**src/rtl/seq_modulo_reduce_pkg.sv**
```systemverilog
`default_nettype none
// +----------------------------------------------------------------------------+
// | Module   : seq_modulo_reduce_pkg                                           |
// | Brief    : State encoding and index-width helpers for seq_modulo_reduce.   |
// | Revision : 1.0                                                             |
// +----------------------------------------------------------------------------+
package seq_modulo_reduce_pkg;

  typedef enum logic [1:0] {
    IDLE = 2'd0,
    CALC = 2'd1,
    DONE = 2'd2
  } state_t;

  // A single-entry range still needs a one-bit index.
  function automatic int slice_idx_w(input int num_slices);
    return (num_slices > 1) ? $clog2(num_slices) : 1;
  endfunction

  function automatic int bit_idx_w(input int width);
    return (width > 1) ? $clog2(width) : 1;
  endfunction

endpackage
`default_nettype wire

```
**src/rtl/mod_bit_step.sv**
```systemverilog
`default_nettype none
// +----------------------------------------------------------------------------+
// | Module   : mod_bit_step                                                    |
// | Brief    : One restoring-remainder step: shift in a bit, trial-subtract d. |
// | Revision : 1.0                                                             |
// +----------------------------------------------------------------------------+
module mod_bit_step #(
  parameter int WIDTH = 10
) (
  input  logic [WIDTH-1:0] rem,
  input  logic             bit_in,
  input  logic [WIDTH-1:0] d,
  output logic [WIDTH-1:0] rem_next,
  output logic             sub
);

  logic [WIDTH:0]   w_shift;
  logic [WIDTH-1:0] w_diff;

  // The compare needs the carry-out bit; the kept difference is always < d,
  // so it fits in WIDTH bits and modular low-half subtraction is exact.
  assign w_shift  = {rem, bit_in};
  assign sub      = (w_shift >= {1'b0, d});
  assign w_diff   = w_shift[WIDTH-1:0] - d;
  assign rem_next = sub ? w_diff : w_shift[WIDTH-1:0];

endmodule
`default_nettype wire

```
**src/rtl/seq_modulo_reduce.sv**
```systemverilog
`default_nettype none
// +----------------------------------------------------------------------------+
// | Module   : seq_modulo_reduce                                               |
// | Brief    : Chained modulo over NUM_SLICES divisors, one bit per clock.     |
// | Revision : 1.0                                                             |
// +----------------------------------------------------------------------------+
module seq_modulo_reduce
  import seq_modulo_reduce_pkg::*;
#(
  parameter int WIDTH      = 10,
  parameter int NUM_SLICES = 48
) (
  input  logic                        clk,
  input  logic                        rst,
  input  logic                        in_valid,
  output logic                        in_ready,
  input  logic [WIDTH-1:0]            init,
  input  logic [NUM_SLICES*WIDTH-1:0] b,
  output logic                        out_valid,
  input  logic                        out_ready,
  output logic [WIDTH-1:0]            a,
  output logic                        div_zero
);

  localparam int c_slice_w = slice_idx_w(NUM_SLICES);
  localparam int c_bit_w   = bit_idx_w(WIDTH);
  localparam logic [c_slice_w-1:0] c_last_slice = c_slice_w'(NUM_SLICES - 1);
  localparam logic [c_bit_w-1:0]   c_top_bit    = c_bit_w'(WIDTH - 1);

  state_t r_state;
  state_t w_state_next;

  logic [NUM_SLICES*WIDTH-1:0] r_slices;
  logic [WIDTH-1:0]            r_acc;
  logic [WIDTH-1:0]            r_rem;
  logic [WIDTH-1:0]            r_a;
  logic                        r_zero;
  logic                        r_div_zero;
  logic                        r_sub_seen;
  logic [c_slice_w-1:0]        r_slice_idx;
  logic [c_bit_w-1:0]          r_bit_idx;

  logic [WIDTH-1:0] w_slice [NUM_SLICES];
  logic [WIDTH-1:0] w_d;
  logic             w_bit;
  logic [WIDTH-1:0] w_rem_next;
  logic             w_sub;
  logic             w_d_zero;
  logic             w_last_bit;
  logic             w_last_slice;
  logic [WIDTH-1:0] w_slice_result;

  generate
    for (genvar k = 0; k < NUM_SLICES; k++) begin : g_unpack
      assign w_slice[k] = r_slices[k*WIDTH +: WIDTH];
    end
  endgenerate

  assign w_d          = w_slice[r_slice_idx];
  assign w_bit        = r_acc[r_bit_idx];
  assign w_d_zero     = (w_d == '0);
  assign w_last_bit   = (r_bit_idx == '0);
  assign w_last_slice = (r_slice_idx == c_last_slice);

  mod_bit_step #(
    .WIDTH (WIDTH)
  ) u_step (
    .rem      (r_rem),
    .bit_in   (w_bit),
    .d        (w_d),
    .rem_next (w_rem_next),
    .sub      (w_sub)
  );

  // A zero divisor acts as identity; if no step ever subtracted, the shifted
  // remainder equals acc anyway, so acc is only rewritten when it changed.
  assign w_slice_result = (!w_d_zero && (r_sub_seen || w_sub)) ? w_rem_next : r_acc;

  always_ff @(posedge clk) begin
    if (rst) begin
      r_state <= IDLE;
    end else begin
      r_state <= w_state_next;
    end
  end

  always_comb begin
    w_state_next = r_state;
    in_ready     = 1'b0;
    out_valid    = 1'b0;
    case (r_state)
      IDLE: begin
        in_ready = 1'b1;
        if (in_valid) begin
          w_state_next = CALC;
        end
      end
      CALC: begin
        if (w_last_bit && w_last_slice) begin
          w_state_next = DONE;
        end
      end
      DONE: begin
        out_valid = 1'b1;
        if (out_ready) begin
          w_state_next = IDLE;
        end
      end
      default: begin
        w_state_next = IDLE;
      end
    endcase
  end

  always_ff @(posedge clk) begin
    if (rst) begin
      r_slices    <= '0;
      r_acc       <= '0;
      r_rem       <= '0;
      r_a         <= '0;
      r_zero      <= 1'b0;
      r_div_zero  <= 1'b0;
      r_sub_seen  <= 1'b0;
      r_slice_idx <= '0;
      r_bit_idx   <= '0;
    end else begin
      case (r_state)
        IDLE: begin
          if (in_valid) begin
            r_acc       <= init;
            r_slices    <= b;
            r_rem       <= '0;
            r_zero      <= 1'b0;
            r_sub_seen  <= 1'b0;
            r_slice_idx <= '0;
            r_bit_idx   <= c_top_bit;
          end
        end
        CALC: begin
          if (w_last_bit) begin
            r_acc       <= w_slice_result;
            r_rem       <= '0;
            r_sub_seen  <= 1'b0;
            r_zero      <= r_zero | w_d_zero;
            r_bit_idx   <= c_top_bit;
            r_slice_idx <= r_slice_idx + c_slice_w'(1);
            if (w_last_slice) begin
              r_a        <= w_slice_result;
              r_div_zero <= r_zero | w_d_zero;
            end
          end else begin
            r_rem      <= w_rem_next;
            r_sub_seen <= r_sub_seen | w_sub;
            r_bit_idx  <= r_bit_idx - c_bit_w'(1);
          end
        end
        default: begin
        end
      endcase
    end
  end

  assign a        = r_a;
  assign div_zero = r_div_zero;

endmodule
`default_nettype wire

```
**config.mk**
```make
export PLATFORM = sky130hd
export DESIGN_NAME = seq_modulo_reduce
export DESIGN_NICKNAME = d
export VERILOG_FILES = /design/src/rtl/seq_modulo_reduce_pkg.sv /design/src/rtl/mod_bit_step.sv /design/src/rtl/seq_modulo_reduce.sv
export SDC_FILE = /design/constraint.sdc
export NUM_CORES = 1
export LEC_CHECK = 0
export ABC_AREA = 0
export CAP_MARGIN = 20
export CORE_MARGIN = 2
export CORE_UTILIZATION = 35
export DETAILED_ROUTE_END_ITERATION = 10
export RECOVER_POWER = 25
export SYNTH_ARGS = -nofsm -noshare
export SYNTH_HDL_FRONTEND = slang
export SYNTH_HIERARCHICAL = 1
export SYNTH_SLANG_ARGS = --single-unit
```
**constraint.sdc**
```tcl
create_clock -name clk -period 6.3 [get_ports clk]
set_input_delay 1.26 -clock clk [delete_from_list [all_inputs] [get_ports clk]]
set_output_delay 1.26 -clock clk [all_outputs]
set_load 0.05 [all_outputs]
```
## Word-level counts from Yosys, hierarchy flattened

Index checks and enable logic that the tools add are counted.

- Register bits: 525
- Output and inout port bits: 13

- $add $sub $neg: 3
- Order comparisons: 3
- Equality and inequality tests: 7
- Mux-type cells: 30
- Bitwise gates (word level): 3
- Reductions and logical operators: 13

Operators by type and width:

| cell | count |
|---|---|
| 2-to-1 mux 10 bit | 8 |
| binary-select mux 10 bit (select 6 bit) | 1 |
| one-hot mux 10 bit (2 select lines) | 2 |
| 2-to-1 mux 6 bit | 2 |
| one-hot mux 6 bit (2 select lines) | 1 |
| >= comparator 11 x 10 -> 1 bit | 1 |
| logical NOT 10 bit | 1 |
| subtractor 10 bit | 1 |
| AND reduction 3 bit | 3 |
| 2-to-1 mux 4 bit | 2 |
| != test 2 bit (second input constant) | 4 |
| one-hot mux 4 bit (2 select lines) | 1 |
| >= comparator 7 bit (second input constant) | 1 |
| NOT 6 -> 7 bit | 1 |
| adder 6 x 1 -> 6 bit (second input constant) | 1 |
| equality test 6 bit (second input constant) | 1 |
| 2-to-1 mux 1 bit | 6 |
| 2-to-1 mux 2 bit | 3 |
| one-hot mux 2 bit (3 select lines) | 1 |
| < comparator 4 x 5 -> 1 bit (second input constant) | 1 |
| binary-select mux 1 bit (select 4 bit) | 1 |
| logical NOT 4 bit | 1 |
| one-hot mux 1 bit (2 select lines) | 2 |
| AND reduction 2 bit | 2 |
| other kinds (9) | 11 |

## Longest topological paths before layout

Gate-level depths: netlist (run 1).

- Depth after elaboration: 10
- Gate-level depth with buffers: 25
- Mapped depth without buffers: 18

## Cells and area by module

Netlist (run 1), hierarchy kept.

By module, submodules not included:

| module | times used | cells each | area an instance (um2) | seq. area each (um2) |
|---|---|---|---|---|
| seq_modulo_reduce | 1 | 2735 | 22595.4 | 10510.1 |
| mod_bit_step | 1 | 75 | 623.1 | 0.0 |

## Least setup slack after synthesis (run 1)

OpenSTA, ideal clock, no wires.

- Path kind: register to register
- Start point: register r_slice_idx[1]
- End point: register r_acc[0]
- Library setup time: 60 ps
- Arrival: 4214 ps
- Slack: 2026 ps
- Cell stages (with the launch flop): 23
- Path buffers: 5
- Clock period less this slack: 4274 ps
- Path through: dfxtp_1 -> buf_4 -> buf_2 -> buf_2 -> buf_4 -> mux2_2 -> a31oi_1 -> nand4_1 -> nand2_1 -> o21ai_0 -> inv_1 -> ha_1 -> nand3_1 -> nor4_1 -> a2111oi_2 -> o21a_4 -> inv_4 -> or2_2 -> clkbuf_1 -> o21ai_1 -> a22oi_1 -> nor2_1 -> a221o_1

- Word-level cells in the longest chain between the ends: 10

Ends and longest elaborated chain:

| item | RTL line | RTL |
|---|---|---|
| start: declaration | seq_modulo_reduce.sv:40 | `logic [c_slice_w-1:0] r_slice_idx;` |
| start signal: assignment | seq_modulo_reduce.sv:146 | `r_slice_idx <= r_slice_idx + c_slice_w'(1);` |
| NOT 6 -> 7 bit (implied by the code) * | seq_modulo_reduce.sv:59 | `assign w_d = w_slice[r_slice_idx];` |
| binary-select mux 10 bit (select 6 bit) * | seq_modulo_reduce.sv:59 |  |
| 2-to-1 mux 10 bit (implied by the code) * (2 in a row) | seq_modulo_reduce.sv:59 |  |
| net w_d[1] | seq_modulo_reduce.sv:44 | `logic [WIDTH-1:0] w_d;` |
| >= comparator 11 x 10 -> 1 bit * | mod_bit_step.sv:23 | `assign sub = (w_shift >= {1'b0, d});` |
| net w_sub | seq_modulo_reduce.sv:47 | `logic w_sub;` |
| logical OR 1 bit | seq_modulo_reduce.sv:77 | `assign w_slice_result = (!w_d_zero && (r_sub_seen \|\| w_sub)) ? w_rem_next : r_acc;` |
| logical AND 1 bit | seq_modulo_reduce.sv:77 |  |
| 2-to-1 mux 10 bit * | seq_modulo_reduce.sv:77 |  |
| 2-to-1 mux 10 bit * | seq_modulo_reduce.sv:140 | `if (w_last_bit) begin` |
| one-hot mux 10 bit (2 select lines) * | seq_modulo_reduce.sv:127 | `case (r_state)` |
| end signal: assignment | seq_modulo_reduce.sv:130 | `r_acc <= init;` |
| end signal: assignment | seq_modulo_reduce.sv:141 | `r_acc <= w_slice_result;` |
| end: declaration | seq_modulo_reduce.sv:34 | `logic [WIDTH-1:0] r_acc;` |

The timed path passes the listed nets; every way through them passes the cells marked *. The select of a mux whose other input is x is not followed.
A chain may end at the register's enable or synchronous reset.

## Final worst setup path (run 1)

- Start point: input port in_valid
- End point: register r_slices[46]

- Word-level cells in the longest chain between the ends: 1

Ends and longest elaborated chain:

| item | RTL line | RTL |
|---|---|---|
| start: declaration | seq_modulo_reduce.sv:15 | `input logic in_valid,` |
| AND reduction 2 bit (no source line) | n/a |  |
| end signal: assignment | seq_modulo_reduce.sv:117 | `r_slices <= '0;` |
| end signal: assignment | seq_modulo_reduce.sv:131 | `r_slices <= b;` |
| end: declaration | seq_modulo_reduce.sv:33 | `logic [NUM_SLICES*WIDTH-1:0] r_slices;` |

Every way passes these cells.

==> results.yml, run 1 <==
status:
  status: "finished with violations"
  violations: "max-capacitance violations, max-slew violations"
pwr:
  p_comb_frac: 0.208
  p_leak_nw: 10.9
  clkPwrFrac: 0.390
  p_sw_mw: 2.74
  internal_power_mw: 6.66
  p_per_area_nw_per_um2: 305
  peakVddDrop_v: 0.000233
  swShare: 0.292
  seqPwrFrac: 0.402
timing:
  fin_tns_setup_ns: 0
  maxSlewHeadroom: -1.83
  fmax_mhz: 180
  setup_slack_ns: 0.755
  tightestPinTransition_ns: 4.24
  finalCriticalPeriod_ns: 5.55
  finalHoldViolCount: 0
  finClkSkew_ns: 0.0231
  slew_viol_final: 506
  fin_crit_sh: 0.880
  setup_viol: 0
  rsz0062_at_grt: "false"
floorplan:
  rows: 94
  die_width_um: 262
  die_y_um: 262
  die-area_um2: 68400
  initial_core_util: 0.353
  pin_count: 507
  coreArea_um2: 65700
yosys:
  yosysTopAreaCell: "dfxtp_1"
  synth_cell_types: 78
  synth_top_area_frac: 0.453
  async_reset_ff_frac: 0
  synth.area.top_cells: "dfxtp_1 (45%), nand2_1 (16%), a21oi_1 (11%)"
  netlist_instances: 2810
  yosys_register_bits: 525
  ys_warn_count: 6
  synth_flop_cell: "dfxtp_1"
  ys_seq_area_frac: 0.453
  synth_enable_flop_cells: 0
  synth_nets: 3317
  syn_area_um2: 23200
  synth_area_per_cell_um2: 8.26
finish:
  final_util: 0.469
  area_growth_pct: 32.7
  layout_common_cells: "nand2_1 (1,010), dfxtp_1 (522), clkdlybuf4s50_1 (505)"
  finalNonFillerCells: 4085
  layout.nets: 3677
  final_common_cell: "nand2_1"
  drive_gt1_frac: 0.0765
drt:
  drt_wl_total_mm: 91.7
  ant_nets: 0
  drc: 0
  first_pass_iters: 6
  routedWlPerCell_um: 22.5
  routed-via-count: 21916
  drt-initial-drc-count: 2109
  viasPerCell: 5.36
setup_path:
  crit_path_end_kind: "register"
  required_ns: 6.83
  worstSetupStartpointType: "primary input"
  cp.arrival_ns: 6.08
  r2r_start: "r_slice_idx[0]"
  reg2reg_slack_ns: 0.79
  r2r-end: "r_acc[4]"
  cp_max_fo: 238
  rr_worst_depth: 18
  critPathKind: "in -> reg"
global_routing:
  first_global_vias: 21608
  grt_pass1_wl_mm: 134
  grt_overflow_total: 0
  grtUsageTotal: 0.260
  grt_max_degree: 243
  grt_antenna_before_repair: 9
clocking:
  insertion_delay_ns: 0.63
  tritoncts: "built"
  root_buffer: "clkbuf_16"
  cts_buffers: 56
  cts_setup_buffers: 0
  clkTransAtPathRegs_ns: 0.06
  htree_num_levels: 2
  clock_sinks: 525
  cts_max_path_buffers: 3
  cts_resized: 0
  holdBufCountCts: 0
place:
  place_ws_ns: 0.592
  dp_cells: 3974
  place.gp.congestion: 0.951
  portBuffers: 506
  place_hpwl_mm: 67.7
min_path:
  worstHoldPathType: "reg -> reg"
  hp-start: "r_slices[375]"
  worst_hold_path.endpoint: "r_slices[375]"
  hold-path-cell-count: 2
job:
  cap_violations: 3
-- state kept, by name, summed over array words and instances (netlist names) --
name / cells
a: 10
r_rem: 10
r_zero: 1
r_slices: 480
r_state: 2
r_acc: 10
r_sub_seen: 1
r_bit_idx: 4
r_slice_idx: 6
div_zero: 1
-- metrics by stage --
step / power (mW) / instance area, um2 / hold WS (ns)
after floorplan: 4.95 / 23200 / 0.432
after global placement: 5.75 / 28700 / 0.439
after detailed placement: 5.76 / 28700 / 0.445
after CTS: 9.42 / 30800 / 0.453
after global routing: 9.77 / 30800 / 0.470
final: 9.40 / 30800 / 0.452
-- cells in the mapped netlist (7+ instances only) --
library cell / count
mux2_2: 7
buf_2: 20
nor2b_1: 12
mux4_2: 83
a211oi_1: 7
nor4_1: 13
a221o_1: 9
nor3_1: 8
a22oi_1: 39
xnor2_1: 8
clkbuf_1: 187
ha_1: 12
mux2i_1: 66
a221oi_1: 10
buf_6: 7
o211ai_1: 17
mux2_4: 7
o21ai_0: 13
a21oi_1: 504
a311oi_1: 10
dfxtp_1: 525
nand2_1: 1010
or3_1: 12
nor2_1: 57
buf_1: 9
inv_1: 25
a22o_1: 14
nand3_1: 18
-- worst max-delay path, cell delays in order --
cell and delay, ns:
clkdlybuf4s50_1 0.53, and2_4 0.29, buf_2 2.93, nand2_1 0.56, a21oi_1 0.28
-- how the worst max path moves through the flow --
| stage | start | endpoint | slack (ns) | depth (start not counted) |
|---|---|---|---|---|
| 3_5_place_dp | r_slice_idx[0] | r_acc[2] | 0.59 | 17 |
| 5_1_grt | in_valid | r_slices[105] | 0.31 | 5 |
| 4_1_cts | r_slice_idx[0] | r_acc[4] | 0.59 | 17 |
| 6_report | in_valid | r_slices[46] | 0.75 | 5 |
| 3_3_place_gp | r_slice_idx[0] | r_acc[8] | 0.67 | 17 |
| 2_1_floorplan | r_slice_idx[1] | r_acc[0] | 2.03 | 22 |
-- area by class of cell --
| class | count | area, um2 |
|---|---|---|
| antenna | 4 | 10.0 |
| clock buffer | 81 | 1710 |
| clock inverter | 24 | 368 |
| fill | 6324 | 34900 |
| inverter | 28 | 108 |
| multi-input combinational | 2027 | 11600 |
| sequential | 525 | 10500 |
| tap | 864 | 1080 |
| timing repair buffer | 532 | 5380 |
-- power groups by stage --
stage / clock network [mW] / logic (mW) / registers (mW)
2_1_floorplan: 0 / 1.20 / 3.75
3_3_place_gp: 0 / 1.91 / 3.84
3_5_place_dp: 0 / 1.92 / 3.84
4_1_cts: 3.72 / 1.93 / 3.77
5_1_grt: 3.86 / 2.11 / 3.80
6_report: 3.67 / 1.95 / 3.78
-- per-layer routing --
layer  up-vias  part of all wire  global-route usage
met5         -           0.00067                   0
met1     10560              0.41               0.335
li1      10333                 -                   -
met2       871              0.48               0.436
met3       142             0.076              0.0502
met4        10             0.033              0.0885
-- cells by family (layout without fill, tap and decap cells) --
group,count (synthesis),count (layout),synth area share
buffers and inverters,258,665,0.0466
AO/OA/AOI/OAI,667,667,0.166
adder cells (fa/ha/maj),13,13,0.00733
XOR/XNOR,12,12,0.00453
other,0,4,0
multiplexers,169,169,0.123
flip-flops,525,525,0.453
AND/OR/NAND/NOR,1166,1166,0.200
No activity file was read; power rests on OpenSTA's default activity.
==> inputs of run 2 (changes only) <==
MAX_ROUTING_LAYER = met4   (was not set)
==> results.yml, run 2 (same netlist as run 1, synthesis figures left out) <==
global_routing:
  first_global_vias: 21677
  grt_pass1_wl_mm: 133
  grt_antenna_before_repair: 7
  grt_overflow_total: 0
  grt_max_degree: 216
  grtUsageTotal: 0.265
setup_path:
  critPathLaunch: "r_slice_idx[0]"
  crit_path_end_kind: "register"
  reg2reg_slack_ns: 0.61
  required_ns: 6.86
  critPathKind: "reg -> reg"
  rr_worst_depth: 17
  r2r-end: "r_acc[8]"
  worstSetupStartpointType: "register"
  cp.arrival_ns: 6.26
  cp_max_fo: 38
  endpoint: "r_acc[8]"
  r2r_start: "r_slice_idx[0]"
timing:
  setup_slack_ns: 0.606
  setup_viol: 0
  fin_tns_setup_ns: 0
  maxSlewHeadroom: -0.909
  finalCriticalPeriod_ns: 5.69
  fmax_mhz: 176
  tightestPinTransition_ns: 2.86
  rsz0062_at_grt: "false"
  fin_crit_sh: 0.904
  slew_viol_final: 798
  finalHoldViolCount: 0
  finClkSkew_ns: 0.0305
place:
  portBuffers: 506
  place.gp.congestion: 0.923
  place_hpwl_mm: 68.0
  place_ws_ns: 0.731
  placed_cell_area_um2: 28700
clocking:
  root_buffer: "clkbuf_16"
  cts_setup_buffers: 0
  cts_resized: 0
  cts_max_path_buffers: 3
  tritoncts: "built"
  clock_sinks: 525
  htree_num_levels: 2
  cts_buffers: 56
  clkTransAtPathRegs_ns: 0.06
  holdBufCountCts: 0
  insertion_delay_ns: 0.62
finish:
  layout.nets: 3678
  regMostFlops: "r_slices"
  final_common_cell: "nand2_1"
  final_area_um2: 30600
  layout_common_cells: "nand2_1 (1,009), dfxtp_1 (522), a21oi_1 (504), clkdlybuf4s50_1 (504), mux4_2 (83)"
  fillers: 6442
  regArea_um2: 10500
  drive_gt1_frac: 0.0746
  area_growth_pct: 31.9
  largest_reg_flops: 480
  final_util: 0.466
  multiInputGateArea_um2: 11600
floorplan:
  pin_count: 507
  coreArea_um2: 65700
  die_y_um: 262
  die-area_um2: 68400
  rows: 94
  initial_core_util: 0.353
  die_width_um: 262
drt:
  first_pass_iters: 5
  drt-initial-drc-count: 1901
  routed-via-count: 21853
  viasPerCell: 5.35
  drc: 0
  ant_nets: 0
  drt_wl_total_mm: 91.3
  routedWlPerCell_um: 22.3
min_path:
  worstHoldPathType: "reg -> reg"
job:
  cap_violations: 6
pwr:
  peakVddDrop_v: 0.000236
  p_leak_nw: 10.8
  p_per_area_nw_per_um2: 298
status:
  status: "finished with violations"
  violations: "max-capacitance violations, max-slew violations"
run 2: report_power, final:
group / leakage [nW] / internal [mW] / switching [mW] / total (mW)
registers: 4.31 / 3.59 / 0.189 / 3.78
logic: 5.59 / 0.840 / 1.11 / 1.95
clock network: 0.936 / 2.00 / 1.40 / 3.40
run 2: how the worst min path moves through the flow:
stage | endpoint | slack, ns | cells past startpoint | from
floorplan | r_slices[14] | 0.43 | 2 | r_slices[14]
global placement | r_slices[14] | 0.44 | 2 | r_slices[14]
detailed placement | r_slices[420] | 0.45 | 2 | r_slices[420]
CTS | r_slices[420] | 0.45 | 2 | r_slices[420]
global route | r_slices[64] | 0.47 | 2 | r_slices[64]
finish | r_slices[25] | 0.45 | 2 | r_slices[25]
run 2: area by class of cell:
class / instances / area share
sequential: 525 / 0.344
multi-input combinational: 2027 / 0.380
tap: 864 / 0.0353
antenna: 7 / 0.000572
timing repair buffer: 533 / 0.175
clock buffer: 80 / 0.0533
inverter: 28 / 0.00351
clock inverter: 23 / 0.00858
run 2: through the flow:
stage / total power, mW / hold WS, ns / instances
2_1_floorplan: 4.95 / 0.432 / 2810
3_3_place_gp: 5.76 / 0.439 / 3975
3_5_place_dp: 5.77 / 0.445 / 3976
4_1_cts: 9.14 / 0.453 / 4079
5_1_grt: 9.49 / 0.467 / 4086
6_report: 9.12 / 0.452 / 4087
run 2: worst max-delay path, stage by stage, from the launching register on:
cell and delay, ns:
dfxtp_4 0.75, nor2b_1 0.95, a22oi_1 0.24, o211ai_1 0.28
and4_1 0.37, o22ai_1 0.11, inv_1 0.08, ha_1 0.29
nand3_2 0.14, nor4_1 0.07, a2111oi_2 0.46, o21a_4 0.25
inv_4 0.08, or2_2 0.41, o21ai_1 0.60, a22oi_1 0.15
nor2_1 0.19, a221o_1 0.15
run 2: metal layers:
metal / global-route usage / wire, um / vias to the layer above
li1: - / - / 10339
met4: 0.0688 / 2240 / 0
met3: 0.0425 / 5590 / 103
met2: 0.443 / 44800 / 734
met5: - / 0 / -
met1: 0.333 / 38700 / 10677
